==> src/rtl/seq_det_scheduler_if.sv <==
// seq_det_scheduler_if: per-channel serial inputs, grants, clears and detection/statistics outputs.
interface seq_det_scheduler_if #(
   parameter int NCH   = 4,
   parameter int CNT_W = 8,
   parameter int CH_W  = $clog2(NCH)
);
   logic [NCH-1:0]       in_valid;
   logic [NCH-1:0]       in_bit;
   logic [NCH-1:0]       in_ready;
   logic [NCH-1:0]       clr_ch;
   logic                 det_valid;
   logic [CH_W-1:0]      det_ch;
   logic [NCH*CNT_W-1:0] hit_cnt;
   modport master (output in_valid, in_bit, clr_ch, input in_ready, det_valid, det_ch, hit_cnt);
   modport slave  (input in_valid, in_bit, clr_ch, output in_ready, det_valid, det_ch, hit_cnt);
endinterface

==> src/rtl/seq_det_scheduler.sv <==
// seq_det_scheduler: round-robin sharing of one overlapping "10101" Mealy detector across NCH streams,
// with per-channel saved detector context and saturating hit counters.
module seq_det_scheduler #(
   parameter int NCH   = 4,
   parameter int CNT_W = 8,
   parameter int CH_W  = $clog2(NCH)
) (
   input  logic                clk,
   input  logic                reset,
   seq_det_scheduler_if.slave  bus
);
   localparam logic [2:0] S_A = 3'd0;
   localparam logic [2:0] S_B = 3'd1;
   localparam logic [2:0] S_C = 3'd2;
   localparam logic [2:0] S_D = 3'd3;
   localparam logic [2:0] S_E = 3'd4;
   logic [CH_W-1:0]  r_ptr;
   logic [2:0]       r_ctx [NCH];
   logic [CNT_W-1:0] r_cnt [NCH];
   logic             r_det_valid;
   logic [CH_W-1:0]  r_det_ch;
   logic [NCH-1:0]   w_gnt;
   logic [CH_W-1:0]  w_gidx;
   logic [CH_W-1:0]  w_i;
   logic             w_found;
   logic [2:0]       w_cur;
   logic             w_bit;
   logic [2:0]       w_nxt;
   logic             w_hit;
   // first valid channel at or after r_ptr, wrapping modulo NCH
   always_comb begin
      w_gnt   = '0;
      w_gidx  = '0;
      w_i     = '0;
      w_found = 1'b0;
      for (int k = 0; k < NCH; k++) begin
         w_i = CH_W'((int'(r_ptr) + k) % NCH);
         if (!w_found && bus.in_valid[w_i]) begin
            w_found     = 1'b1;
            w_gnt[w_i]  = 1'b1;
            w_gidx      = w_i;
         end
      end
   end
   assign w_cur = r_ctx[w_gidx];
   assign w_bit = bus.in_bit[w_gidx];
   always_comb begin
      w_nxt = (w_cur == S_A) ? (w_bit ? S_B : S_A) :
              (w_cur == S_B) ? (w_bit ? S_B : S_C) :
              (w_cur == S_C) ? (w_bit ? S_D : S_A) :
              (w_cur == S_D) ? (w_bit ? S_B : S_E) :
              (w_cur == S_E) ? (w_bit ? S_D : S_A) : S_A;
      w_hit = w_found && (w_cur == S_E) && w_bit && !bus.clr_ch[w_gidx];
   end
   always_ff @(posedge clk or posedge reset) begin
      if (reset) begin
         r_ptr       <= '0;
         r_det_valid <= 1'b0;
         r_det_ch    <= '0;
         for (int i = 0; i < NCH; i++) begin
            r_ctx[i] <= S_A;
            r_cnt[i] <= '0;
         end
      end else begin
         r_det_valid <= w_hit;
         if (w_hit) r_det_ch <= w_gidx;
         if (w_found) r_ptr <= (w_gidx == CH_W'(NCH - 1)) ? '0 : w_gidx + 1'b1;
         // a clear overrides the same-cycle transfer on that channel
         for (int i = 0; i < NCH; i++) begin
            if (bus.clr_ch[i]) begin
               r_ctx[i] <= S_A;
               r_cnt[i] <= '0;
            end else if (w_found && w_gidx == CH_W'(i)) begin
               r_ctx[i] <= w_nxt;
               if (w_hit && r_cnt[i] != '1) r_cnt[i] <= r_cnt[i] + 1'b1;
            end
         end
      end
   end
   assign bus.in_ready  = w_gnt;
   assign bus.det_valid = r_det_valid;
   assign bus.det_ch    = r_det_ch;
   always_comb begin
      bus.hit_cnt = '0;
      for (int i = 0; i < NCH; i++) bus.hit_cnt[i*CNT_W +: CNT_W] = r_cnt[i];
   end
endmodule

==> src/flat_wrapper.sv <==
// flat-port wrapper written by rule: the top's interface ports become plain ports
module seq_det_scheduler_flat 
#(
   parameter int NCH   = 4,
   parameter int CNT_W = 8,
   parameter int CH_W  = $clog2(NCH)
)
  (clk, reset, bus_in_valid, bus_in_bit, bus_clr_ch, bus_in_ready, bus_det_valid, bus_det_ch, bus_hit_cnt);
  seq_det_scheduler_if #(.NCH(NCH), .CNT_W(CNT_W), .CH_W(CH_W)) bus_i ();
  input  logic clk;
  input  logic reset;
  input wire logic [$bits(bus_i.in_valid)-1:0] bus_in_valid;
  input wire logic [$bits(bus_i.in_bit)-1:0] bus_in_bit;
  input wire logic [$bits(bus_i.clr_ch)-1:0] bus_clr_ch;
  output wire logic [$bits(bus_i.in_ready)-1:0] bus_in_ready;
  output wire logic [$bits(bus_i.det_valid)-1:0] bus_det_valid;
  output wire logic [$bits(bus_i.det_ch)-1:0] bus_det_ch;
  output wire logic [$bits(bus_i.hit_cnt)-1:0] bus_hit_cnt;
  assign bus_i.in_valid = bus_in_valid;
  assign bus_i.in_bit = bus_in_bit;
  assign bus_i.clr_ch = bus_clr_ch;
  assign bus_in_ready = bus_i.in_ready;
  assign bus_det_valid = bus_i.det_valid;
  assign bus_det_ch = bus_i.det_ch;
  assign bus_hit_cnt = bus_i.hit_cnt;
  seq_det_scheduler #(.NCH(NCH), .CNT_W(CNT_W), .CH_W(CH_W)) u_core (.clk(clk), .reset(reset), .bus(bus_i));
endmodule
==> config.mk <==
export PLATFORM = sky130hd
export DESIGN_NAME = seq_det_scheduler_flat
export DESIGN_NICKNAME = d
export VERILOG_FILES = /design/src/rtl/seq_det_scheduler_if.sv /design/src/rtl/seq_det_scheduler.sv /design/src/flat_wrapper.sv
export SDC_FILE = /design/constraint.sdc
export NUM_CORES = 1
export LEC_CHECK = 0
export ABC_AREA = 0
export BUFFER_PORTS_ARGS = -buffer_cell sky130_fd_sc_hd__buf_2
export CORE_MARGIN = 2
export CORE_UTILIZATION = 58
export CTS_CLUSTER_DIAMETER = 200
export DETAILED_ROUTE_END_ITERATION = 7
export PLACE_DENSITY_LB_ADDON = 0.15
export SLEW_MARGIN = 20
export SYNTH_ARGS = -nofsm -noshare
export SYNTH_HDL_FRONTEND = slang
export SYNTH_SLANG_ARGS = --single-unit
export TNS_END_PERCENT = 5
==> constraint.sdc <==
create_clock -name clk -period 4.1 [get_ports clk]
set_input_delay 0.41 -clock clk [delete_from_list [all_inputs] [get_ports clk]]
set_output_delay 0.41 -clock clk [all_outputs]
set_load 0.01 [all_outputs]
==> reports/qor.txt, run 1 <==
run status = completed
post-route antenna net violation count = 0
layout cells sized above 1 = 22.4%
hpwl dp = 6210 um
CTS tree = done
CTS HTree Levels = 2
row count = 28
Max Clock Freq = 260 MHz
crit share post-route = 93.9%
die area = 6590 um^2
DRC viols = 0
worst vdd ir = 483 uV
vias in the first global route = 3050
Post-Route WL = 8750 um
Setup Skew = 0.0129 ns
WP data arrival = 4.08 ns
global-route wire length before repair = 14200 um
First DRT Iteration DRCs = 254
post-cts hold buffer count = 0
MaxCap Viol Count = 0
Post-DP Area = 3800 um^2
max-slew violations = 0
Routability Congestion = 0.949
Worst EP required = 4.33 ns
GRT Util Overall = 27.2%
Post-Syn Nets = 415
Synth Cell Area = 3460 um^2
pwr dens = 770 nW/um^2
remaining global-route overflow = 0
final hold vios = 0
EDFF count, synth = 0
Hold Path Class = in2async
core area = 5850 um^2
Buf/Inv on CP = 3
most common flop cell mapped by yosys = dfrtp_1
Seq/Total Area, Yosys = 35.5%
Post-Synthesis Cells = 389
Setup TNS Final = 0 ns
clock root cell = clkbuf_8
final setup fails = 0
Core Util, Final = 67.0%
CTS clk-pin slew, worst paths = 0.11 ns
total clock buffers created by CTS = 5
initial antenna violation count = 0
Layout Cells excl Fill = 517
Die X = 81.2 um
min Tclk post-route = 3.85 ns
Port-buffer cells = 52
via/cell ratio = 6.50
CTS Buffer Depth = 2
crit-path max cell delay = 0.64 ns
dominant cell type by area after synthesis = dfrtp_1
clock sink count = 49
worst-margin pin slew = 0.875 ns
chip height = 81.2 um
Area Overhead vs Synth = 13.5%
vias = 3358
drt pass-1 iters = 5
RSZ-0062 raised after global routing = no
synth top area cells = dfrtp_1 35%, a21oi_1 4.8%, ha_1 4.3%, nand3_1 3.9%, o21ai_0 3.9%
share of the synthesized area in the top cell type = 35.5%
delay-heaviest family, CP = simple AND/OR/NAND/NOR gates
slowest stage cell, crit path = mux4_2
Synth async-reset ratio = 100%
n_diodes = 0
Max-slew headroom = 41.6%
fin nets = 467
Leakage = 1.72 nW
Starting Density = 59.1%
clock latency on the worst-skew pair = 0.31 ns
final instance area = 3920 um^2
Syn Area/Cell = 8.88 um^2
I/O pins = 53
largest net degree at the start of global routing = 50
dpl cells = 508
Crit Path Max Fanout = 12
Synth Register Bits = 49
unique cell type count in the Yosys netlist = 58
Crit. End Element = flip-flop
kind of critical path = reg2reg
YS warnings = 0
wire length per cell = 16.9 um
startpoint types = flip-flop
critical path cell sequence = inv_1 -> ha_1 -> mux4_2 -> buf_4 -> o211a_2 -> nor2_8 -> ha_1 -> and2_1 -> o31ai_1 -> buf_4 -> or4_1 -> a21oi_1
## metal layers
layer  vias up  track usage, %  wire [um]
met4         0            7.12        109
met2       139            43.8       4110
li1       1601               -          -
met3        14            4.89        554
met5         -               0          0
met1      1604            38.0       3980
## layout make-up
cell class                 instances  area [um^2]
multi-input combinational        305         2080
clock inverter                     3         43.8
clock buffer                       5         68.8
tap                               75         93.8
sequential                        49         1230
timing repair buffer              64          350
fill                             486         1930
inverter                          16         61.3
## cell families after synthesis
family / after synthesis / share of synthesized area [%]
simple gates: 158 / 26.0
fa+ha+maj: 12 / 4.34
compound gates: 123 / 24.5
flops: 49 / 35.5
mux: 12 / 5.21
buf+inv: 35 / 4.45
## sequential cells by signal, summed over array words and instances, names as in the netlist
signal,flops
u_core.bus.hit_cnt,32
u_core.r_ctx,12
u_core.bus.det_ch,2
u_core.r_ptr,2
u_core.bus.det_valid,1
## repair_timing
item	CTS	global route
setup buffers	0	1
endpoints found under the setup margin	0	19
resized for setup	0	2
## metrics by stage
stage / power, mW / hold slack (ns) / worst slack [ns]
after CTS: 2.97 / 0.394 / 0.109
after detailed placement: 2.60 / 0.482 / 0.139
after global routing: 3.23 / 0.319 / 0.0116
final: 3.02 / 0.240 / 0.248
after global placement: 2.58 / 0.467 / 0.208
after floorplan: 2.09 / 0.512 / 0.364
## Yosys cell counts (all sizes together) (4+ instances only)
master and number:
a211oi 10, ha 12, nor2 21, nor3 10, and3 9, clkbuf 13, dfrtp 49, o31ai 13
buf 6, mux4 4, mux2 5, and2 7, o21ai 28, nand2 28, nand2b 5, or4 14
or3 12, a22oi 13, nand4 5, nand3 29, inv 16, nor2b 9, a21oi 33, o211ai 8
## power breakdown
group / total, mW / internal (mW) / switching, mW
combinational: 2.04 / 0.713 / 1.32
sequential: 0.616 / 0.550 / 0.0664
clock: 0.368 / 0.183 / 0.185
total: 3.02 / 1.45 / 1.57
## cells in the final DEF, fill, tap and decap left out, drive strengths merged, types with 4 or more instances in the layout
cell / netlist / final
o21ai: 28 / 28
nand4: 5 / 5
mux2: 5 / 5
a21oi: 33 / 33
nand3: 29 / 29
o211ai: 8 / 8
nor2b: 9 / 9
or4: 14 / 14
nor3: 10 / 10
and2: 7 / 7
ha: 12 / 12
nand2: 28 / 28
a211oi: 10 / 10
clkbuf: 13 / 5
mux4: 4 / 4
and3: 9 / 9
o31ai: 13 / 13
buf: 6 / 64
nor2: 21 / 21
nand2b: 5 / 5
dfrtp: 49 / 49
inv: 16 / 16
a22oi: 13 / 13
or3: 12 / 12
## path summary, 6_finish.rpt
check	start	endpoint	slack (ns)	depth (start not counted)
max reg2reg	u_core.r_ptr[1]$_DFFE_PP0P_	u_core.bus.hit_cnt[20]$_DFFE_PP0P_	0.25	12
max in group asynchronous	reset	u_core.r_ptr[1]$_DFFE_PP0P_	3.30	2
min	reset	u_core.bus.hit_cnt[23]$_DFFE_PP0P_	0.24	2
max	u_core.r_ptr[1]$_DFFE_PP0P_	u_core.bus.hit_cnt[20]$_DFFE_PP0P_	0.25	12
min in group clk	bus_clr_ch[2]	u_core.r_ctx[5]$_DFFE_PP0P_	0.40	2
min reg2reg	u_core.bus.det_ch[1]$_DFFE_PP0P_	u_core.bus.det_ch[1]$_DFFE_PP0P_	0.50	2
No activity file was read; power rests on OpenSTA's default activity.
==> run 2, diff against run 1 <==
- CTS_CLUSTER_SIZE: unset -> 8
- GPL_ROUTABILITY_DRIVEN: unset -> 0
- PLACE_DENSITY: unset -> 0.81
- PLACE_DENSITY_LB_ADDON: 0.15 -> unset
==> run 2 against run 1 <==
Compared with the run above:
- critical path depth shrank 1
- global-route usage is 0.54 points lower
- fmax decreased by 0.88%
- largest cell class unchanged
- wire length decreased by 1.6%
- largest power group unchanged
- register-to-register slack got worse by 0.03 ns
- clock skew grew 0.0079 ns
==> reports/qor.txt, run 2 (synthesized netlist as in run 1, its figures left out) <==
post-route antenna net violation count = 0 (unchanged)
Buf/Inv on CP = 2 (-1)
fin nets = 466 (-0.21%)
clock latency on the worst-skew pair = 0.31 ns (about the same)
cts repair resizes = 0 (unchanged)
final hold vios = 0 (unchanged)
postcts setup bufs = 0 (unchanged)
GRT Util Overall = 26.7% (-0.54 points)
DRC viols = 0 (unchanged)
crit share post-route = 94.8% (+0.83 points)
commonest non-fill, non-tap cell in the layout = buf_2
Reg2Reg Capture Point = u_core.bus.hit_cnt[16]$_DFFE_PP0P_
drt pass-1 iters = 5 (unchanged)
initial antenna violation count = 0 (unchanged)
via/cell ratio = 6.57 (+1.1%)
worst vdd ir = 394 uV (-19%)
Leakage = 1.71 nW (-0.50%)
Starting Density = 59.1% (unchanged)
clock sink count = 49 (unchanged)
First DRT Iteration DRCs = 376 (+48%)
Post-Route WL = 8620 um (-1.6%)
vias in the first global route = 2954 (-3.1%)
Port-buffer cells = 52 (unchanged)
number of flip-flops in the largest register = 32 (unchanged)
pwr dens = 767 nW/um^2 (-0.39%)
Die X = 81.2 um (unchanged)
post-cts hold buffer count = 0 (unchanged)
core area = 5850 um^2 (unchanged)
critical path cell sequence = inv_1 -> ha_1 -> mux4_2 -> nor3_4 -> nand3_2 -> nand2_4 -> inv_2 -> o211ai_2 -> nand3_2 -> or3_1 -> a21oi_1
max-slew violations = 0 (unchanged)
Worst EP required = 4.34 ns (about the same)
Hold Path Class = in2async
global-route wire length before repair = 13800 um (-2.9%)
Core Util, Final = 66.9% (-0.11 points)
Max Clock Freq = 257 MHz (-0.88%)
r2r startpoint = u_core.r_ptr[1]$_DFFE_PP0P_
remaining global-route overflow = 0 (unchanged)
kind of critical path = reg2reg
final setup fails = 0 (unchanged)
CTS Buffer Depth = 2 (unchanged)
CTS clk-pin slew, worst paths = 0.10 ns (about the same)
run status = completed
min Tclk post-route = 3.89 ns (+0.0341 ns)
die area = 6590 um^2 (unchanged)
startpoint types = flip-flop
WP data arrival = 4.13 ns (+0.05 ns)
worst-margin pin slew = 0.837 ns (-0.0375 ns)
R2R cell count = 11 (-1)
chip height = 81.2 um (unchanged)
Crit. End Element = flip-flop
Crit Path Max Fanout = 25 (+13)
n_diodes = 0 (unchanged)
MaxCap Viol Count = 0 (unchanged)
layout cells sized above 1 = 22.0% (-0.40 points)
delay-heaviest family, CP = simple AND/OR/NAND/NOR gates
clock root cell = clkbuf_8
dpl cells = 507 (-0.20%)
CP most frequent cell = nand3_2
CTS HTree Levels = 2 (unchanged)
FF-to-FF setup slack = 0.21 ns (-0.03 ns)
wire length per cell = 16.7 um (-1.4%)
crit-path max cell delay = 0.66 ns (+0.02 ns)
hpwl dp = 6000 um (-3.4%)
Layout Cells excl Fill = 516 (-0.19%)
total clock buffers created by CTS = 5 (unchanged)
largest net degree at the start of global routing = 51 (+2.0%)
most frequent cells in the layout = 52 x buf_2, 48 x dfrtp_1, 33 x a21oi_1
Max-slew headroom = 44.1% (+2.5 points)
RSZ-0062 raised after global routing = yes
CTS tree = done
Area Overhead vs Synth = 13.3%
vias = 3389 (+0.92%)
Setup Skew = 0.0208 ns (+0.00786 ns)
slowest stage cell, crit path = mux4_2
I/O pins = 53 (unchanged)
row count = 28 (unchanged)
run 2: final cells by class:
cell class                      count  area (um^2)
Multi-Input combinational cell    306         2090
Fill cell                         481         1930
Sequential cell                    49         1230
Timing Repair Buffer               62          335
Tap cell                           75         93.8
Clock buffer                        5         68.8
Inverter                           16         61.3
Clock inverter                      3         43.8
run 2: worst register-to-register path: stages, from the launching register on:
cell and delay [ns]:
dfrtp_2 0.44, inv_1 0.10, ha_1 0.40, mux4_2 0.66
nor3_4 0.33, nand3_2 0.15, nand2_4 0.15, inv_2 0.11
o211ai_2 0.32, nand3_2 0.50, or3_1 0.52, a21oi_1 0.15
run 2: how the worst max path moves through the flow:
stage / from / end / depth (start not counted)
2_1_floorplan: u_core.r_ptr[0]$_DFFE_PP0P_ / u_core.bus.hit_cnt[27]$_DFFE_PP0P_ / 14
3_3_place_gp: u_core.r_ptr[1]$_DFFE_PP0P_ / u_core.bus.hit_cnt[14]$_DFFE_PP0P_ / 11
3_5_place_dp: u_core.r_ptr[1]$_DFFE_PP0P_ / u_core.bus.hit_cnt[14]$_DFFE_PP0P_ / 11
4_1_cts: u_core.r_ptr[1]$_DFFE_PP0P_ / u_core.bus.hit_cnt[14]$_DFFE_PP0P_ / 11
5_1_grt: u_core.r_ptr[1]$_DFFE_PP0P_ / u_core.bus.hit_cnt[16]$_DFFE_PP0P_ / 11
6_report: u_core.r_ptr[1]$_DFFE_PP0P_ / u_core.bus.hit_cnt[16]$_DFFE_PP0P_ / 11
run 2: layer usage:
| metal | GRT usage (%) | routed length [um] | vias up |
|---|---|---|---|
| li1 | - | - | 1591 |
| met1 | 37.3 | 3720 | 1619 |
| met2 | 42.8 | 4140 | 162 |
| met3 | 3.89 | 608 | 17 |
| met4 | 8.64 | 155 | 0 |
| met5 | 0 | 0 | - |
run 2: per-stage QoR:
| step | power [mW] | cell area, um^2 | setup WS, ns | hold slack, ns | setup TNS [ns] |
|---|---|---|---|---|---|
| final | 3.00 | 3920 | 0.214 | 0.222 | 0 |
| after floorplan | 2.09 | 3460 | 0.364 | 0.512 | 0 |
| after CTS | 2.92 | 3900 | 0.102 | 0.375 | 0 |
| after global routing | 3.21 | 3920 | -0.0290 | 0.291 | -0.0671 |
| after detailed placement | 2.55 | 3790 | 0.0998 | 0.471 | 0 |
| after global placement | 2.51 | 3790 | 0.260 | 0.466 | 0 |
run 2: power by group:
group          switching [mW]  total (mW)  internal [mW]
Sequential             0.0632       0.613          0.550
Combinational            1.34        2.04          0.695
Clock                   0.171       0.354          0.183
Total                    1.58        3.00           1.43
==> run 3, diff against run 2 <==
- CORE_ASPECT_RATIO: unset -> 1.1
- CORE_UTILIZATION: 58 -> 59
- CTS_BUF_LIST: unset -> sky130_fd_sc_hd__clkbuf_8
- PLACE_DENSITY: 0.81 -> 0.82
==> run 3 against run 2 <==
Compared with the run above:
- critical path type unchanged
- largest power group unchanged
- combinational power increased by 2%
- final cell count is 1.2% higher
- critical endpoint is now u_core.bus.hit_cnt[20]$_DFFE_PP0P_
- sequential cell count unchanged
- die area down 1.6%
- power fell by 0.85%
==> reports/qor.txt, run 3 (synthesized netlist as in run 1, its figures left out) <==
vias in the first global route = 3090 (+4.6%)
min Tclk post-route = 3.88 ns (-0.00730 ns)
Setup TNS Final = 0 ns (unchanged)
worst vdd ir = 513 uV (+30%)
Crit. End Element = flip-flop
Setup Skew = 0.00969 ns (-0.0111 ns)
Leakage = 1.71 nW (+0.25%)
RSZ-0062 raised after global routing = no
initial antenna violation count = 0 (unchanged)
commonest non-fill, non-tap cell in the layout = buf_2
CTS Buffer Depth = 2 (unchanged)
wire length per cell = 16.5 um (-1.4%)
drt pass-1 iters = 7 (+2)
die area = 6490 um^2 (-1.6%)
Fillers = 482 (+0.21%)
pwr dens = 759 nW/um^2 (-1.0%)
total clock buffers created by CTS = 5 (unchanged)
Max-slew headroom = 44.3% (+0.22 points)
via/cell ratio = 6.34 (-3.5%)
CTS tree = done
met3 wire len = 516 um (-15%)
Hold Path Class = in2async
Starting Density = 60.7% (+1.6 points)
largest net degree at the start of global routing = 50 (-2.0%)
Worst EP required = 4.32 ns (-0.02 ns)
CTS clk-pin slew, worst paths = 0.10 ns (about the same)
metal2 WL = 4250 um (+2.8%)
Port-buffer cells = 52 (unchanged)
row count = 29 (+3.6%)
crit-path max cell delay = 0.63 ns (-0.03 ns)
Layout Cells excl Fill = 522 (+1.2%)
max-slew violations = 0 (unchanged)
clock sink count = 49 (unchanged)
Hold WS = 0.238 ns (+0.0161 ns)
layout cells sized above 1 = 22.7% (+0.70 points)
Crit Path Max Fanout = 11 (-56%)
post-cts hold buffer count = 0 (unchanged)
clock latency on the worst-skew pair = 0.31 ns (about the same)
n_diodes = 0 (unchanged)
post-route antenna net violation count = 0 (unchanged)
chip height = 84.3 um (+3.8%)
vias = 3308 (-2.4%)
most frequent cells in the layout = 52 x buf_2, 48 x dfrtp_1, 33 x a21oi_1
Die X = 77.0 um (-5.2%)
final setup fails = 0 (unchanged)
critical path cell sequence = inv_1 -> ha_1 -> mux4_2 -> buf_4 -> o211a_2 -> nor2_8 -> ha_1 -> and2_1 -> o31ai_1 -> buf_4 -> or4_1 -> a21oi_1
core area = 5700 um^2 (-2.6%)
pre-CTS setup slack = 0.0710 ns (-0.0288 ns)
Core Util, Final = 68.9% (+1.9 points)
MaxCap Viol Count = 0 (unchanged)
DRC viols = 0 (unchanged)
slowest stage cell, crit path = mux4_2
Max Clock Freq = 258 MHz (+0.19%)
I/O pins = 53 (unchanged)
CTS HTree Levels = 2 (unchanged)
final hold vios = 0 (unchanged)
fin nets = 470 (+0.86%)
Worst Slack Setup Final = 0.221 ns (+0.00730 ns)
kind of critical path = reg2reg
remaining global-route overflow = 0 (unchanged)
number of flip-flops in the largest register = 32 (unchanged)
GRT Util Overall = 26.9% (+0.22 points)
clock root cell = clkbuf_8
final instance area = 3920 um^2 (+0.16%)
Area Overhead vs Synth = 13.5%
crit share post-route = 94.6% (-0.18 points)
final total power = 2.98 mW (-0.85%)
hpwl dp = 6150 um (+2.6%)
dpl cells = 510 (+0.59%)
Post-DP Area = 3800 um^2 (+0.26%)
First DRT Iteration DRCs = 262 (-30%)
DR top layer = met4
met1 wire length = 3670 um (-1.2%)
worst-margin pin slew = 0.834 ns (-0.00327 ns)
WP data arrival = 4.10 ns (-0.03 ns)
global-route wire length before repair = 14400 um (+4.7%)
run status = completed
Post-Route WL = 8590 um (-0.30%)
startpoint types = flip-flop
==> run 3: path summary, 6_finish.rpt <==
check	start	to	slack, ns	depth (start not counted)
worst max-delay path	u_core.r_ptr[1]$_DFFE_PP0P_	u_core.bus.hit_cnt[20]$_DFFE_PP0P_	0.22	12
worst min-delay path	reset	u_core.r_ctx[9]$_DFFE_PP0P_	0.24	2
max in group asynchronous	reset	u_core.r_ptr[1]$_DFFE_PP0P_	3.32	2
worst max register to register	u_core.r_ptr[1]$_DFFE_PP0P_	u_core.bus.hit_cnt[20]$_DFFE_PP0P_	0.22	12
min in group clk	bus_clr_ch[3]	u_core.bus.hit_cnt[29]$_DFFE_PP0P_	0.39	2
worst min register to register	u_core.bus.det_ch[0]$_DFFE_PP0P_	u_core.bus.det_ch[0]$_DFFE_PP0P_	0.55	2
==> run 3: routing by layer <==
layer / GRT usage (%) / up-vias
li1: - / 1596
met1: 36.4 / 1586
met2: 45.6 / 113
met3: 3.87 / 13
met4: 7.63 / 0
met5: 0 / -
==> run 3: repair_timing <==
item	in CTS	in global routing
setup endpoints to repair	0	29
setup buffers	0	3
gates resized for setup	0	1
==> run 3: cell type report <==
cell class	count	area (um^2)	area share (%)
repair buffers	66	365	9.31
well taps	77	96.3	2.46
clock buffers	5	68.8	1.75
clock inverters	3	17.5	0.447
flip-flops and latches	49	1230	31.3
multi-input cells	306	2090	53.2
inverters	16	61.3	1.56
==> run 3: worst max-delay path, delay by kind of cell (launching register included) <==
family / cells / cell delay (ns)
and+or+nand+nor: 3 / 0.91
DFF: 1 / 0.45
adders and majority gates: 2 / 0.63
muxes: 1 / 0.63
AOI/OAI and AO/OA: 3 / 0.67
buffers and inverters: 3 / 0.50
==> run 3: report_power, final <==
group	total, mW	switching, mW	leakage, nW	internal (mW)
registers	0.616	0.0665	0.672	0.550
clock network	0.283	0.165	0.0439	0.118
logic	2.08	1.34	0.995	0.736
